### src/rtl/seq_det_scheduler.sv
// Round-robin arbiter that time-shares one serial "1010" detector among NUM_REQ
// word requesters, returning a per-job overlapping-match count tagged with the id.
module seq_det_scheduler #(
    parameter int NUM_REQ = 4,
    parameter int WIDTH   = 8,
    parameter int DET_LAT = 1
) (
    input  logic                       clk,
    input  logic                       resetn,
    input  logic [NUM_REQ-1:0]         req_valid,
    input  logic [NUM_REQ*WIDTH-1:0]   req_data,
    output logic [NUM_REQ-1:0]         req_ready,
    output logic                       det_resetn,
    output logic                       det_din,
    input  logic                       det_dout,
    output logic                       res_valid,
    input  logic                       res_ready,
    output logic [$clog2(NUM_REQ)-1:0] res_id,
    output logic [$clog2(WIDTH+1)-1:0] res_count,
    output logic                       res_hit
);
    localparam int IDW        = $clog2(NUM_REQ);
    localparam int CW         = $clog2(WIDTH + 1);
    localparam int SW         = $clog2(((WIDTH > DET_LAT) ? WIDTH : DET_LAT) + 1);
    localparam int DRAIN_LAST = (DET_LAT > 0) ? DET_LAT - 1 : 0;

    typedef enum logic [2:0] {
        IDLE,
        CLEAR,
        SHIFT,
        DRAIN,
        RESULT
    } state_t;

    state_t           state;
    logic [IDW-1:0]   last;
    logic [IDW-1:0]   job_id;
    logic [IDW-1:0]   gnt_id;
    logic [IDW-1:0]   cand;
    logic             gnt_found;
    logic [WIDTH-1:0] gnt_word;
    logic [WIDTH-1:0] word;
    logic [SW-1:0]    step_cnt;
    logic [CW-1:0]    match_cnt;
    logic [CW-1:0]    match_next;

    // First pending requester after the last winner, wrapping around.
    always_comb begin
        gnt_found = 1'b0;
        gnt_id    = '0;
        cand      = '0;
        for (int unsigned k = 1; k <= NUM_REQ; k++) begin
            if (32'(last) + k >= NUM_REQ)
                cand = IDW'(32'(last) + k - NUM_REQ);
            else
                cand = IDW'(32'(last) + k);
            if (!gnt_found && req_valid[cand]) begin
                gnt_found = 1'b1;
                gnt_id    = cand;
            end
        end
    end

    always_comb begin
        gnt_word = '0;
        for (int unsigned i = 0; i < NUM_REQ; i++) begin
            if (IDW'(i) == gnt_id)
                gnt_word = req_data[i*WIDTH +: WIDTH];
        end
    end

    always_comb begin
        req_ready = '0;
        if (resetn && state == IDLE && gnt_found)
            req_ready[gnt_id] = 1'b1;
    end

    assign match_next = match_cnt + CW'(det_dout);

    // Detector outputs are loaded one edge early so they line up with the state they belong to.
    always_ff @(posedge clk or negedge resetn) begin
        if (!resetn) begin
            state      <= IDLE;
            last       <= IDW'(NUM_REQ - 1);
            job_id     <= '0;
            word       <= '0;
            step_cnt   <= '0;
            match_cnt  <= '0;
            det_resetn <= 1'b0;
            det_din    <= 1'b0;
            res_valid  <= 1'b0;
            res_id     <= '0;
            res_count  <= '0;
            res_hit    <= 1'b0;
        end else begin
            case (state)
                IDLE: begin
                    det_din <= 1'b0;
                    if (gnt_found) begin
                        job_id     <= gnt_id;
                        last       <= gnt_id;
                        word       <= gnt_word;
                        det_resetn <= 1'b0;
                        state      <= CLEAR;
                    end else begin
                        det_resetn <= 1'b1;
                    end
                end
                CLEAR: begin
                    det_resetn <= 1'b1;
                    det_din    <= word[WIDTH-1];
                    word       <= word << 1;
                    step_cnt   <= SW'(WIDTH - 1);
                    match_cnt  <= '0;
                    state      <= SHIFT;
                end
                SHIFT: begin
                    match_cnt <= match_next;
                    if (step_cnt != '0) begin
                        det_din  <= word[WIDTH-1];
                        word     <= word << 1;
                        step_cnt <= step_cnt - 1'b1;
                    end else if (DET_LAT > 0) begin
                        det_din  <= 1'b0;
                        step_cnt <= SW'(DRAIN_LAST);
                        state    <= DRAIN;
                    end else begin
                        det_din   <= 1'b0;
                        res_valid <= 1'b1;
                        res_id    <= job_id;
                        res_count <= match_next;
                        res_hit   <= (match_next != '0);
                        state     <= RESULT;
                    end
                end
                DRAIN: begin
                    match_cnt <= match_next;
                    if (step_cnt != '0) begin
                        step_cnt <= step_cnt - 1'b1;
                    end else begin
                        res_valid <= 1'b1;
                        res_id    <= job_id;
                        res_count <= match_next;
                        res_hit   <= (match_next != '0);
                        state     <= RESULT;
                    end
                end
                RESULT: begin
                    if (res_ready) begin
                        res_valid <= 1'b0;
                        state     <= IDLE;
                    end
                end
                default: state <= IDLE;
            endcase
        end
    end
endmodule
### config.mk
export PLATFORM = sky130hd
export DESIGN_NAME = seq_det_scheduler
export DESIGN_NICKNAME = d
export VERILOG_FILES = /design/src/rtl/seq_det_scheduler.sv
export SDC_FILE = /design/constraint.sdc
export NUM_CORES = 1
export LEC_CHECK = 0
export CAP_MARGIN = 20
export CORE_MARGIN = 2
export CORE_UTILIZATION = 49
export CTS_BUF_LIST = sky130_fd_sc_hd__clkbuf_8 sky130_fd_sc_hd__clkbuf_16
export DETAILED_ROUTE_END_ITERATION = 8
export HOLD_SLACK_MARGIN = 0.1
export MAX_ROUTING_LAYER = met4
export PLACE_DENSITY = 0.8
export SLEW_MARGIN = 20
export SYNTH_ARGS = -nofsm -noshare
export SYNTH_HDL_FRONTEND = slang
export SYNTH_SLANG_ARGS = --single-unit
### constraint.sdc
create_clock -name clk -period 2.29 [get_ports clk]
set_clock_uncertainty 0.2 [all_clocks]
set_input_delay 0.458 -clock clk [delete_from_list [all_inputs] [get_ports clk]]
set_output_delay 0.458 -clock clk [all_outputs]
set_load 0.02 [all_outputs]
==> results.json <==
{
  "slew_viol_final": 0,
  "fp.dieW_um": 69.9,
  "r2r_setup_slack_ns": 0.09,
  "netlist_instances": 225,
  "final.min_clock_period_ns": 2.49,
  "p_int_w": 0.00236,
  "p_clk_share_pct": 11.2,
  "power.switching_w": 0.00171,
  "cts.hold.buffers_added": 0,
  "ys_warn_count": 0,
  "pin_count": 54,
  "dp_hpwl_mm": 4.28,
  "drt_iter0_drc": 125,
  "cellPowerDensity_mw_per_mm2": 1290,
  "cts.reportedPaths.clkPinSlew_ns": 0.06,
  "die_h_um": 69.9,
  "post_drt_wl_per_cell_um": 17.3,
  "vias": 2124,
  "vias_per_cell": 5.77,
  "fin_crit_sh_pct": 109,
  "criticalPathCategory": "reg -> out",
  "avgSynthCellArea_um2": 9.45,
  "syn2layout_area_growth_pct": 48.5,
  "cp_max_fo": 2,
  "gp_congestion": 0.902,
  "swShare_pct": 41.9,
  "area.sequential_um2": 828,
  "antenna_found_initial": 0,
  "cts_buffers": 5,
  "hold_path_depth": 2,
  "seq_area_frac_synth_pct": 38.9,
  "maxCapViolCount": 0,
  "seqPwrFrac_pct": 26.7,
  "status": "complete, but fails checks",
  "drive_above_1_share_pct": 30.8,
  "setup_viol": 4,
  "place_ws_ns": -0.867,
  "fin_ws_ns": -0.198,
  "multi_input_area_mm2": 0.00129,
  "gr-usage-all-layers_pct": 25.8,
  "cts_root_buffer": "clkbuf_8",
  "cp-startpoint": "last[1]$_DFFE_PN1P_",
  "wirelength_mm": 6.36,
  "hold_class": "reg -> reg",
  "die_area_mm2": 0.00488,
  "critPathRequiredTime_ns": 1.63,
  "worstHoldStart": "res_count[3]$_DFFE_PN0P_",
  "dr.pass1.iters": 5,
  "finalHoldViolCount": 0,
  "worstReg2RegEnd": "word[7]$_DFFE_PN0P_",
  "place_inst": 347,
  "ir_worst_vdd_v": 0.000822,
  "overflow": 0,
  "antenna_left": 0,
  "drc_errors": 0,
  "synth_edf_count": 0,
  "initial_core_util_pct": 52.1,
  "cts_tree": "built",
  "ctsHtreeMaxLevel": 2,
  "cp.arrival_ns": 1.83,
  "fmax_mhz": 402,
  "worst_pin_slew_ns": 0.672,
  "cp-start-kind": "flip-flop",
  "pwr-share-comb_pct": 62.1,
  "synthDistinctLibCells": 52,
  "reg2reg_depth": 10,
  "rsz0062_at_grt": "yes",
  "reg2reg_from": "last[1]$_DFFE_PN1P_",
  "ys.flop_type": "dfrtp_1",
  "grt_pass1_wl_mm": 9.74,
  "relSlewSlack_pct": 54.8,
  "clockBufferDepth": 2,
  "coreArea_mm2": 0.00409,
  "grt_pass1_vias": 1982,
  "async_flop_share_pct": 100,
  "stdcell_count": 368,
  "hold_end": "res_count[3]$_DFFE_PN0P_",
  "hold_slack_ns": 0.278,
  "clock_latency_ns": 0.29,
  "syn-cell-area_mm2": 0.00213,
  "crit_path_end_kind": "output pin",
  "n_fill_cell": 264,
  "p_leak_nw": 1.39,
  "core.rowCount": 23,
  "nNetsFinal": 361,
  "grt_max_degree": 34,
  "finalCoreUtilization_pct": 77.3,
  "ys_ff_latch": 33,
  "syn_nets": 269,
  "clkSinkCount": 33,
  "diodes": 0,
  "io_buffer_count": 53,
  "violations": "setup timing"
}
==> kinds of logic after synthesis <==
group                      count (synthesis)  share of synthesized area, %
AOI/OAI and AO/OA                         79                          26.5
and+or+nand+nor                           73                          19.5
DFF                                       33                          38.9
buffers and inverters                     20                          4.88
muxes                                     12                          6.12
xor gates and xnor gates                   4                          1.65
adders and majority gates                  4                          2.35
==> synth_stat cells (4+ instances only) <==
master	n	area share, %
nand2_1	18	3.2
o211ai_1	5	1.8
a211oi_1	8	2.8
buf_2	4	0.94
o21ai_0	16	3.8
nor2b_1	4	1.2
dfrtp_1	31	36
a21boi_0	9	3.2
inv_1	9	1.6
and3_1	4	1.2
o21ai_1	4	0.94
mux2i_1	4	1.9
a21oi_1	10	2.4
nand2b_1	7	2.1
ha_1	4	2.4
mux2_2	8	4.2
nor2_1	21	3.7
o21a_1	4	1.4
==> how the worst max path moves through the flow <==
| stage | slack [ns] | depth (start not counted) | to |
|---|---|---|---|
| final | -0.20 | 5 | req_ready[0] |
| after CTS | -0.22 | 5 | req_ready[0] |
| after floorplan | 0.02 | 4 | req_ready[0] |
| after detailed placement | -0.87 | 7 | req_ready[0] |
| after global placement | -0.78 | 7 | req_ready[1] |
| after global routing | -0.28 | 6 | req_ready[0] |
==> registers in the layout (all words and copies together), names as in the netlist <==
register / cells
word: 8
match_cnt: 4
res_count: 4
step_cnt: 4
state: 3
job_id: 2
last: 2
res_id: 2
det_din: 1
det_resetn: 1
res_hit: 1
res_valid: 1
==> critical path: stages (launching register included) <==
cell	delay, ns
dfstp_2	0.55
mux2_4	0.31
a22oi_2	0.14
and2_4	0.18
nor3b_4	0.22
buf_6	0.15
==> layer usage <==
metal	share of wire [%]	GRT usage [%]
met1	43	33.9
met2	49	41.0
met3	4.9	5.05
met4	2.5	7.05
met5	0	-
==> timing repair <==
action	in CTS	in global routing
pin swaps	9	14
gates resized for setup	34	30
setup buffers	7	8
cloned	0	0
endpoints found under the setup margin	11	12
endpoints found under the hold margin	0	0
==> power by group through the flow <==
stage | Clock [W] | Sequential, W | Combinational, W
after floorplan | 0 | 0.00112 | 0.00139
after global placement | 0 | 0.00106 | 0.00210
after detailed placement | 0 | 0.00107 | 0.00215
after CTS | 0.000463 | 0.00107 | 0.00225
after global routing | 0.000485 | 0.00111 | 0.00275
final | 0.000457 | 0.00109 | 0.00253
==> cell type report <==
type | count | share of cell area, %
Multi-Input combinational cell | 172 | 40.7
Sequential cell | 33 | 26.2
Tap cell | 50 | 1.98
Clock buffer | 6 | 2.61
Clock inverter | 2 | 0.357
Inverter | 9 | 1.07
Timing Repair Buffer | 96 | 27.0
==> cells in the final DEF (no fill, tap or decap), types with 4 or more instances in the layout <==
cell	Yosys	layout
clkdlybuf4s50_1	0	45
inv_1	9	9
nand2b_1	7	7
o21a_1	4	4
a21boi_0	9	5
o211ai_1	5	5
buf_6	2	5
nor2_1	21	19
nor2b_1	4	4
mux2_2	8	7
dfrtp_1	31	31
clkbuf_8	0	6
a211oi_1	8	6
o21ai_1	4	6
buf_4	2	42
a21oi_1	10	10
nand2_1	18	17
o21ai_0	16	13
==> metrics by stage <==
step,setup TNS [ns],total power (W),area (um^2)
global placement,-5.19,0.00316,2890
CTS,-0.587,0.00378,3020
finish,-0.454,0.00407,3160
detailed placement,-6.18,0.00322,2890
floorplan,0,0.00251,2140
global route,-0.704,0.00435,3160
Power figures use the tool's default switching activity.
